<file path="src/rtl/riscv_defines.sv">
// Shared types for the dual-issue allocator: per-instruction mini-decode
// payload, default queue depth and a register-compare helper.
package riscv_defines;

  localparam int unsigned ISSUE2_QDEPTH_DEF = 4;
  localparam int unsigned REG_AW            = 6;
  localparam int unsigned INSTR_W           = 32;

  typedef struct packed {
    logic              ra_used;
    logic              rb_used;
    logic              rc_used;
    logic [REG_AW-1:0] ra_addr;
    logic [REG_AW-1:0] rb_addr;
    logic [REG_AW-1:0] rc_addr;
    logic [REG_AW-1:0] waddr;
    logic              mem_we;
    logic              alu_we;
    logic              addr_ra_is_also_dst;
    logic              pi_legal;
    logic              i2_legal;
  } i2_dec_t;

  // Register 0 is hardwired, so it never participates in a dependency.
  function automatic logic reg_match(input logic [REG_AW-1:0] a,
                                     input logic [REG_AW-1:0] b);
    return (a == b) && (a != '0);
  endfunction

endpackage

</file>
<file path="src/rtl/issue2_pair_hazard.sv">
// Combinational dependency check between the head instruction and the one
// behind it. Flags when any used source or destination of next_i overlaps a
// destination of head_i.
//   head_i   : decode of the older instruction
//   next_i   : decode of the younger instruction
//   hazard_o : pair must not dual-issue
module issue2_pair_hazard
  import riscv_defines::*;
(
  input  i2_dec_t head_i,
  input  i2_dec_t next_i,
  output logic    hazard_o
);

  // True when addr hits one of head's destinations.
  function automatic logic hits_head_dst(input i2_dec_t h,
                                         input logic [REG_AW-1:0] addr);
    return ((h.alu_we | h.mem_we) & reg_match(addr, h.waddr)) |
           (h.addr_ra_is_also_dst & reg_match(addr, h.ra_addr));
  endfunction

  always_comb begin
    hazard_o = 1'b0;
    if (next_i.ra_used && hits_head_dst(head_i, next_i.ra_addr)) hazard_o = 1'b1;
    if (next_i.rb_used && hits_head_dst(head_i, next_i.rb_addr)) hazard_o = 1'b1;
    if (next_i.rc_used && hits_head_dst(head_i, next_i.rc_addr)) hazard_o = 1'b1;
    if ((next_i.alu_we | next_i.mem_we) && hits_head_dst(head_i, next_i.waddr))
      hazard_o = 1'b1;
    if (next_i.addr_ra_is_also_dst && hits_head_dst(head_i, next_i.ra_addr))
      hazard_o = 1'b1;
  end

endmodule

</file>
<file path="src/rtl/issue2_alloc_scheduler.sv">
// In-order instruction queue feeding a primary pipe plus an optional paired
// second-issue slot. Optional 64-entry load scoreboard is built when
// ISSUE2_SCOREBOARD_EN is defined.
//   clk, rst_n              : clock, async active-low reset
//   flush_i                 : drop all queued entries (effective next cycle)
//   in_valid_i/in_ready_o   : enqueue handshake, in_instr_i + in_dec_i payload
//   pi_valid_o/pi_ready_i   : primary issue handshake, pi_instr_o word
//   i2_valid_o/i2_instr_o   : second issue, rides on the primary handshake
//   wb_valid_i/wb_addr_i    : load writeback, releases a scoreboard bit
module issue2_alloc_scheduler
  import riscv_defines::*;
#(
  parameter int unsigned DEPTH = ISSUE2_QDEPTH_DEF
) (
  input  logic               clk,
  input  logic               rst_n,
  input  logic               flush_i,
  input  logic               in_valid_i,
  output logic               in_ready_o,
  input  logic [INSTR_W-1:0] in_instr_i,
  input  i2_dec_t            in_dec_i,
  output logic               pi_valid_o,
  input  logic               pi_ready_i,
  output logic [INSTR_W-1:0] pi_instr_o,
  output logic               i2_valid_o,
  output logic [INSTR_W-1:0] i2_instr_o,
  input  logic               wb_valid_i,
  input  logic [REG_AW-1:0]  wb_addr_i
);

  localparam int unsigned PW = $clog2(DEPTH);
  localparam int unsigned CW = $clog2(DEPTH + 1);

  logic [INSTR_W-1:0] instr_mem [DEPTH];
  i2_dec_t            dec_mem   [DEPTH];

  logic [PW-1:0] rd_ptr_q, rd_ptr_d, wr_ptr_q, wr_ptr_d, nx_ptr;
  logic [CW-1:0] count_q, count_d;
  logic          push, hazard, head_blk, next_blk;
  logic [1:0]    pop_n;
  i2_dec_t       head_dec, next_dec;

  assign nx_ptr     = rd_ptr_q + PW'(1);
  assign head_dec   = dec_mem[rd_ptr_q];
  assign next_dec   = dec_mem[nx_ptr];
  assign pi_instr_o = instr_mem[rd_ptr_q];
  assign i2_instr_o = instr_mem[nx_ptr];

  assign in_ready_o = (count_q < CW'(DEPTH));
  assign push       = in_valid_i & in_ready_o & ~flush_i;

  issue2_pair_hazard u_pair_hazard (
    .head_i   (head_dec),
    .next_i   (next_dec),
    .hazard_o (hazard)
  );

`ifdef ISSUE2_SCOREBOARD_EN
  logic [63:0] sb_q, sb_d;

  // Any used source or destination waiting on an outstanding load.
  function automatic logic is_blocked(input i2_dec_t d, input logic [63:0] sb);
    return (d.ra_used & sb[d.ra_addr]) |
           (d.rb_used & sb[d.rb_addr]) |
           (d.rc_used & sb[d.rc_addr]) |
           ((d.alu_we | d.mem_we) & sb[d.waddr]) |
           (d.addr_ra_is_also_dst & sb[d.ra_addr]);
  endfunction

  assign head_blk = is_blocked(head_dec, sb_q);
  assign next_blk = is_blocked(next_dec, sb_q);

  // Writeback clears first so a same-cycle issue to that register re-sets it.
  always_comb begin
    sb_d = sb_q;
    if (wb_valid_i) sb_d[wb_addr_i] = 1'b0;
    if (pop_n != 2'd0 && head_dec.mem_we && head_dec.waddr != '0)
      sb_d[head_dec.waddr] = 1'b1;
    if (pop_n == 2'd2 && next_dec.mem_we && next_dec.waddr != '0)
      sb_d[next_dec.waddr] = 1'b1;
  end

  always_ff @(posedge clk or negedge rst_n) begin
    if (!rst_n) sb_q <= '0;
    else        sb_q <= sb_d;
  end
`else
  logic unused_wb;
  assign unused_wb = ^{wb_valid_i, wb_addr_i};
  assign head_blk  = 1'b0;
  assign next_blk  = 1'b0;
`endif

  assign pi_valid_o = (count_q != '0) & ~head_blk;
  assign i2_valid_o = pi_valid_o & (count_q >= CW'(2)) & head_dec.pi_legal &
                      next_dec.i2_legal & ~next_blk & ~hazard;

  // Pop count; second slot only moves together with the primary.
  always_comb begin
    pop_n = 2'd0;
    if (pi_valid_o && pi_ready_i) pop_n = i2_valid_o ? 2'd2 : 2'd1;
  end

  always_comb begin
    rd_ptr_d = rd_ptr_q + PW'(pop_n);
    wr_ptr_d = wr_ptr_q + PW'(push);
    count_d  = count_q + CW'(push) - CW'(pop_n);
    if (flush_i) begin
      rd_ptr_d = '0;
      wr_ptr_d = '0;
      count_d  = '0;
    end
  end

  always_ff @(posedge clk or negedge rst_n) begin
    if (!rst_n) begin
      rd_ptr_q <= '0;
      wr_ptr_q <= '0;
      count_q  <= '0;
    end else begin
      rd_ptr_q <= rd_ptr_d;
      wr_ptr_q <= wr_ptr_d;
      count_q  <= count_d;
    end
  end

  // Payload storage needs no reset; validity comes from count_q.
  always_ff @(posedge clk) begin
    if (push) begin
      instr_mem[wr_ptr_q] <= in_instr_i;
      dec_mem[wr_ptr_q]   <= in_dec_i;
    end
  end

endmodule

</file>
<file path="config.mk">
export PLATFORM = sky130hd
export DESIGN_NAME = issue2_alloc_scheduler
export DESIGN_NICKNAME = d
export VERILOG_FILES = /design/src/rtl/riscv_defines.sv /design/src/rtl/issue2_pair_hazard.sv /design/src/rtl/issue2_alloc_scheduler.sv
export SDC_FILE = /design/constraint.sdc
export NUM_CORES = 1
export LEC_CHECK = 0
export BUFFER_PORTS_ARGS = -buffer_cell sky130_fd_sc_hd__buf_2
export CAP_MARGIN = 20
export CORE_UTILIZATION = 58
export DETAILED_ROUTE_END_ITERATION = 10
export PLACE_DENSITY_LB_ADDON = 0.05
export SYNTH_ARGS = -nofsm -noshare
export SYNTH_HDL_FRONTEND = slang
export SYNTH_SLANG_ARGS = --single-unit
</file>
<file path="constraint.sdc">
create_clock -name clk -period 7.1 [get_ports clk]
set_input_delay 1.42 -clock clk [delete_from_list [all_inputs] [get_ports clk]]
set_output_delay 1.42 -clock clk [all_outputs]
set_load 0.01 [all_outputs]
</file>
==> results of run 1 <==
[registers in the layout (all words and copies together), names as in the netlist]
| register | count |
|---|---|
| dec_mem | 128 |
| instr_mem | 128 |
| count_q | 3 |
| rd_ptr_q | 2 |
| wr_ptr_q | 2 |
[cell usage after synthesis, drive strengths merged (6+ instances only)]
cell    count  area [µm²]
mux2i      19         190
nor2b       6        37.5
dfrtp       7         175
buf        24         164
xor2       29         254
nor3        9        50.1
nor4       10        77.6
edfxtp    256        7690
mux4      102        2310
a21oi       6        33.8
nor2       14        52.6
xnor2      36         315
[cell usage in the layout, fill, tap and decap left out, types with 2 or more instances in the layout]
| cell | count |
|---|---|
| a211oi_1 | 2 |
| a21oi_1 | 5 |
| a31oi_1 | 2 |
| buf_2 | 135 |
| buf_4 | 5 |
| bufinv_16 | 4 |
| clkbuf_1 | 5 |
| clkbuf_16 | 29 |
| clkinv_1 | 9 |
| clkinv_2 | 2 |
| dfrtp_1 | 5 |
| dfrtp_4 | 2 |
| edfxtp_1 | 256 |
| ha_1 | 5 |
| inv_1 | 5 |
| mux2_2 | 2 |
| mux2i_1 | 19 |
| mux4_1 | 4 |
| mux4_2 | 98 |
| nand2_1 | 5 |
| nand4_1 | 5 |
| nor2_1 | 13 |
| nor2b_1 | 6 |
| nor3_1 | 7 |
| nor3_2 | 2 |
| nor4_1 | 9 |
| o21ai_0 | 5 |
| o31ai_2 | 2 |
| or4_1 | 5 |
| xnor2_1 | 36 |
| xor2_1 | 29 |
[worst paths after layout]
check,start,end,slack [ps]
setup / recovery,rd_ptr_q[1]$_DFF_PN0_,i2_valid_o,1570
hold / removal,count_q[0]$_DFF_PN0_,count_q[0]$_DFF_PN0_,660
setup reg to reg,rd_ptr_q[1]$_DFF_PN0_,count_q[2]$_DFF_PN0_,2140
hold reg to reg,count_q[0]$_DFF_PN0_,count_q[0]$_DFF_PN0_,660
max in group asynchronous,rst_n,rd_ptr_q[1]$_DFF_PN0_,6210
min in group asynchronous,rst_n,count_q[2]$_DFF_PN0_,710
[layout make-up]
cell class	count	area, µm²	share of cell area
Sequential cell	263	7870	0.579
Clock inverter	16	171	0.0126
Tap cell	265	332	0.0244
Timing Repair Buffer	141	733	0.0539
Multi-Input combinational cell	279	3720	0.274
Antenna cell	1	2.50	0.000184
Clock buffer	34	744	0.0548
Inverter	5	18.8	0.00138
[metal layers]
layer  global-route usage  vias up  share of wire
met5                    0        -              0
met4               0.0593        0          0.014
met3               0.0563       32          0.063
met2                0.384      155           0.52
met1                0.290     3130           0.40
li1                     -     2704              -
[tightest hold or removal path, delay by kind of cell, from the launching register on]
kind                     cells  cell delay, ps
adder cells (fa/ha/maj)      1             130
flip-flops                   1             350
AND/OR/NAND/NOR              1             130
[stage by stage]
step / cells / total power, W
after floorplan: 576 / 0.00296
after global placement: 953 / 0.00327
after detailed placement: 953 / 0.00330
after CTS: 1003 / 0.00474
after global routing: 1003 / 0.00491
final: 1004 / 0.00470
[kinds of logic (layout without fill, tap and decap cells)]
| logic type | count (synthesis) | count (layout) | synth area share |
|---|---|---|---|
| flip-flops | 263 | 263 | 0.668 |
| multiplexers | 123 | 123 | 0.215 |
| XOR/XNOR | 65 | 65 | 0.0484 |
| AND/OR/NAND/NOR | 62 | 62 | 0.0305 |
| buffers and inverters | 34 | 196 | 0.0171 |
| AO/OA/AOI/OAI | 23 | 23 | 0.0142 |
| adder cells (fa/ha/maj) | 6 | 6 | 0.00702 |
| other | 0 | 1 | 0 |
[power breakdown]
group	total, W	internal [W]	switching (W)
combinational	0.00135	0.000702	0.000650
clock	0.00143	0.000882	0.000552
sequential	0.00191	0.00178	0.000130
==> flow_summary.yaml, run 1 <==
run_status:
  status: "completed"
cts:
  cts_hold_buffers: 0
  cts_setup_buffers: 0
  cts-root-buf: "clkbuf_16"
  cts_max_level: 1
  clk_latency_ps: 530
  cts_tree: "done"
  path_clk_slew_ps: 60
  cts.sinks: 263
  cts_buffer_depth: 3
  cts-buffers-inserted: 28
  cts-resized-gates: 0
placed_design:
  gp_congestion: 0.791
  dpl_cell_area_um2: 12700
  numPortBuffers: 135
  dp_hpwl_mm: 13.6
  pre_cts_ws_ps: 2060
worst_setup_path:
  end_kind: "primary output"
  crit_arrival_ps: 4110
  critPathSlowestCell: "dfrtp_4"
  crit_fanout: 68
  start_kind: "register"
  path_cells: "buf_4 -> mux4_2 -> nand4_1 -> nor4_1 -> a21oi_1 -> o221ai_2 -> nor4_4 -> buf_2"
  reg2reg_depth: 16
  critical_path.top_delay_family: "flip-flops"
  cp.depth: 8
  slowest_delay_ps: 1090
  cp.required_ps: 5680
  worst-path-buf-inv: 2
  path_class: "reg -> out"
detailed_routing:
  ant_nets: 0
  vias: 6021
  drc_errors: 0
  routedWlPerCell_um: 22.4
  firstDrtPassIters: 4
  drt-initial-drc-count: 305
  viasPerCell: 6.00
  drt_wl_total_mm: 22.4
floorplanning:
  die_y_um: 144
  initial_utilization: 0.599
  placementRows: 51
  die_width_um: 144
  die_area_um2: 20900
  top_level_ports: 143
  core_area_um2: 19700
timing:
  timing.final.crit_share: 0.779
  hold_violations: 0
  rsz0062_at_grt: "false"
  fmax_mhz: 181
  fin_crit_ps: 5530
  holdWs_ps: 660
  maxSlewHeadroom: 0.306
  slew_viol_final: 0
  fin_skew_ps: 10.7
  tns_ps: 0
  setup_viol: 0
  worst_slew_pin_slew_ps: 1040
  setup_slack_ps: 1570
flow_run:
  drv_cap: 0
synthesis:
  ys.flop_type: "edfxtp_1"
  synthCells: 576
  syn_area_um2: 11800
  synth.distinct_cells: 43
  synth_nets: 658
  synth_seq_cells: 263
  synthArstFlopShare: 0.0266
  synth_edf_count: 256
  ys_seq_area_frac: 0.668
  avgSynthCellArea_um2: 20.4
  yosysWarnings: 0
layout:
  area_growth_syn_to_layout_pct: 15.5
  fill_cells: 1325
  drive_above_1_share: 0.392
  fin_util: 0.692
  design.final.nets: 800
  finalInstanceArea_um2: 13600
global_routing:
  grt_pass1_vias: 6589
  grt_max_degree: 84
  grtUsageTotal: 0.225
  grt_pass1_wl_mm: 34.9
  antenna_found_initial: 1
  grt-ovfl-total: 0
hold_path:
  hold-path-cell-count: 2
  hold_path_class: "reg -> reg"
pwr:
  peakVddDrop_mv: 0.237
  power.leakage_nw: 4.45
  powerDensity_nw_per_um2: 345
Note: power is estimated with default switching activity, not from simulation.
==> run 2, diff against run 1 <==
CORE_UTILIZATION = 53   (was 58)
clock period = 5 ns   (was 7.1 ns; I/O delays follow)
==> flow_summary.yaml, run 2 (synthesized netlist as in run 1, its figures left out) <==
run_status:
  status: "completed"
hold_path:
  hold_path_class: "in -> async"
global_routing:
  grtUsageTotal: 0.209
  antenna_found_initial: 4
  grt_max_degree: 65
  grt_pass1_vias: 6497
  grt_pass1_wl_mm: 35.5
  grt-ovfl-total: 0
detailed_routing:
  ant_nets: 0
  vias: 6136
  drt-initial-drc-count: 392
  routedWlPerCell_um: 22.4
  drc_errors: 0
  firstDrtPassIters: 4
  viasPerCell: 5.94
  drt_wl_total_mm: 23.2
timing:
  tns_ps: 0
  worst_slew_pin_slew_ps: 1030
  setup_viol: 0
  rsz0062_at_grt: "false"
  timing.final.crit_share: 0.942
  fmax_mhz: 212
  fin_skew_ps: 7.69
  fin_crit_ps: 4710
  slew_viol_final: 0
  maxSlewHeadroom: 0.315
  holdWs_ps: 275
  hold_violations: 0
layout:
  mostFrequentLayoutCells: "edfxtp_1 (256), buf_2 (135), mux4_2 (98)"
  design.final.nets: 811
  top_regs: "dec_mem: 128 flops, instr_mem: 128 flops, count_q: 3 flops"
  drive_above_1_share: 0.414
  area_growth_syn_to_layout_pct: 16.8
  final_common_cell: "edfxtp_1"
cts:
  cts_max_level: 1
  cts-buffers-inserted: 29
  cts_hold_buffers: 0
  cts-root-buf: "clkbuf_16"
  cts_tree: "done"
  clk_latency_ps: 550
  path_clk_slew_ps: 60
  cts_setup_buffers: 0
  cts_buffer_depth: 3
  cts.sinks: 263
  cts-resized-gates: 0
floorplanning:
  placementRows: 54
  die_width_um: 151
  die_y_um: 151
  initial_utilization: 0.539
  die_area_um2: 22800
  top_level_ports: 143
  core_area_um2: 21800
worst_setup_path:
  start_kind: "register"
  crit_arrival_ps: 3710
  end_kind: "primary output"
  cp.required_ps: 4000
  crit_fanout: 33
  path_class: "reg -> out"
pwr:
  powerDensity_nw_per_um2: 490
  peakVddDrop_mv: 0.312
  power.leakage_nw: 4.54
flow_run:
  drv_cap: 0
placed_design:
  dp_hpwl_mm: 14.7
  gp_congestion: 0.807
  numPortBuffers: 135
==> run 2: layer usage <==
layer,vias to the layer above,track usage,routed length (µm)
met3,39,0.0581,1500
met5,-,0,33
li1,2731,-,-
met4,6,0.0525,431
met2,179,0.357,11900
met1,3181,0.264,9340
==> run 2: critical path: stages, from the launching register on <==
cell      delay (ps)
dfrtp_4          750
buf_4            590
mux4_2           480
xnor2_1          160
nand4_1           90
nor4_1            60
a21oi_1          170
o221ai_2         150
nor4_4           350
buf_4            190
buf_2            130
==> run 2: area by class of cell <==
class | instances | area [µm²]
tap | 280 | 350
timing repair buffer | 151 | 821
clock inverter | 22 | 208
inverter | 5 | 18.8
fill | 1560 | 8080
antenna | 1 | 2.50
clock buffer | 32 | 737
multi-input combinational | 279 | 3730
sequential | 263 | 7870
==> run 2: per-stage QoR <==
| stage | std cells | area (µm²) | total power [W] | utilization | worst slack [ps] |
|---|---|---|---|---|---|
| final | 1033 | 13700 | 0.00674 | 0.630 | 289 |
| after global routing | 1032 | 13700 | 0.00705 | 0.630 | 16.7 |
| after CTS | 1032 | 13700 | 0.00682 | 0.630 | 173 |
| after detailed placement | 978 | 12800 | 0.00473 | 0.586 | 542 |
| after global placement | 978 | 12800 | 0.00469 | 0.586 | 648 |
| after floorplan | 576 | 11800 | 0.00419 | - | 490 |
==> run 2: report_power, final <==
| part | switching (W) | total (W) | internal [W] | leakage, nW |
|---|---|---|---|---|
| Sequential | 0.000138 | 0.00266 | 0.00253 | 2.41 |
| Clock | 0.000849 | 0.00207 | 0.00122 | 0.477 |
| Combinational | 0.000989 | 0.00200 | 0.00101 | 1.66 |
| Total | 0.00198 | 0.00674 | 0.00476 | 4.54 |
==> run 2: path summary, 6_finish.rpt <==
check,from,end,slack [ps],cells after the start
worst max-delay path,rd_ptr_q[0]$_DFF_PN0_,i2_valid_o,290,10
worst min-delay path,rst_n,wr_ptr_q[1]$_DFF_PN0_,270,1
worst max register to register,rd_ptr_q[1]$_DFF_PN0_,count_q[2]$_DFF_PN0_,620,16
worst min register to register,count_q[0]$_DFF_PN0_,count_q[0]$_DFF_PN0_,640,2
max in group asynchronous,rst_n,rd_ptr_q[0]$_DFF_PN0_,4550,1
min in group clk,count_q[0]$_DFF_PN0_,count_q[0]$_DFF_PN0_,640,2
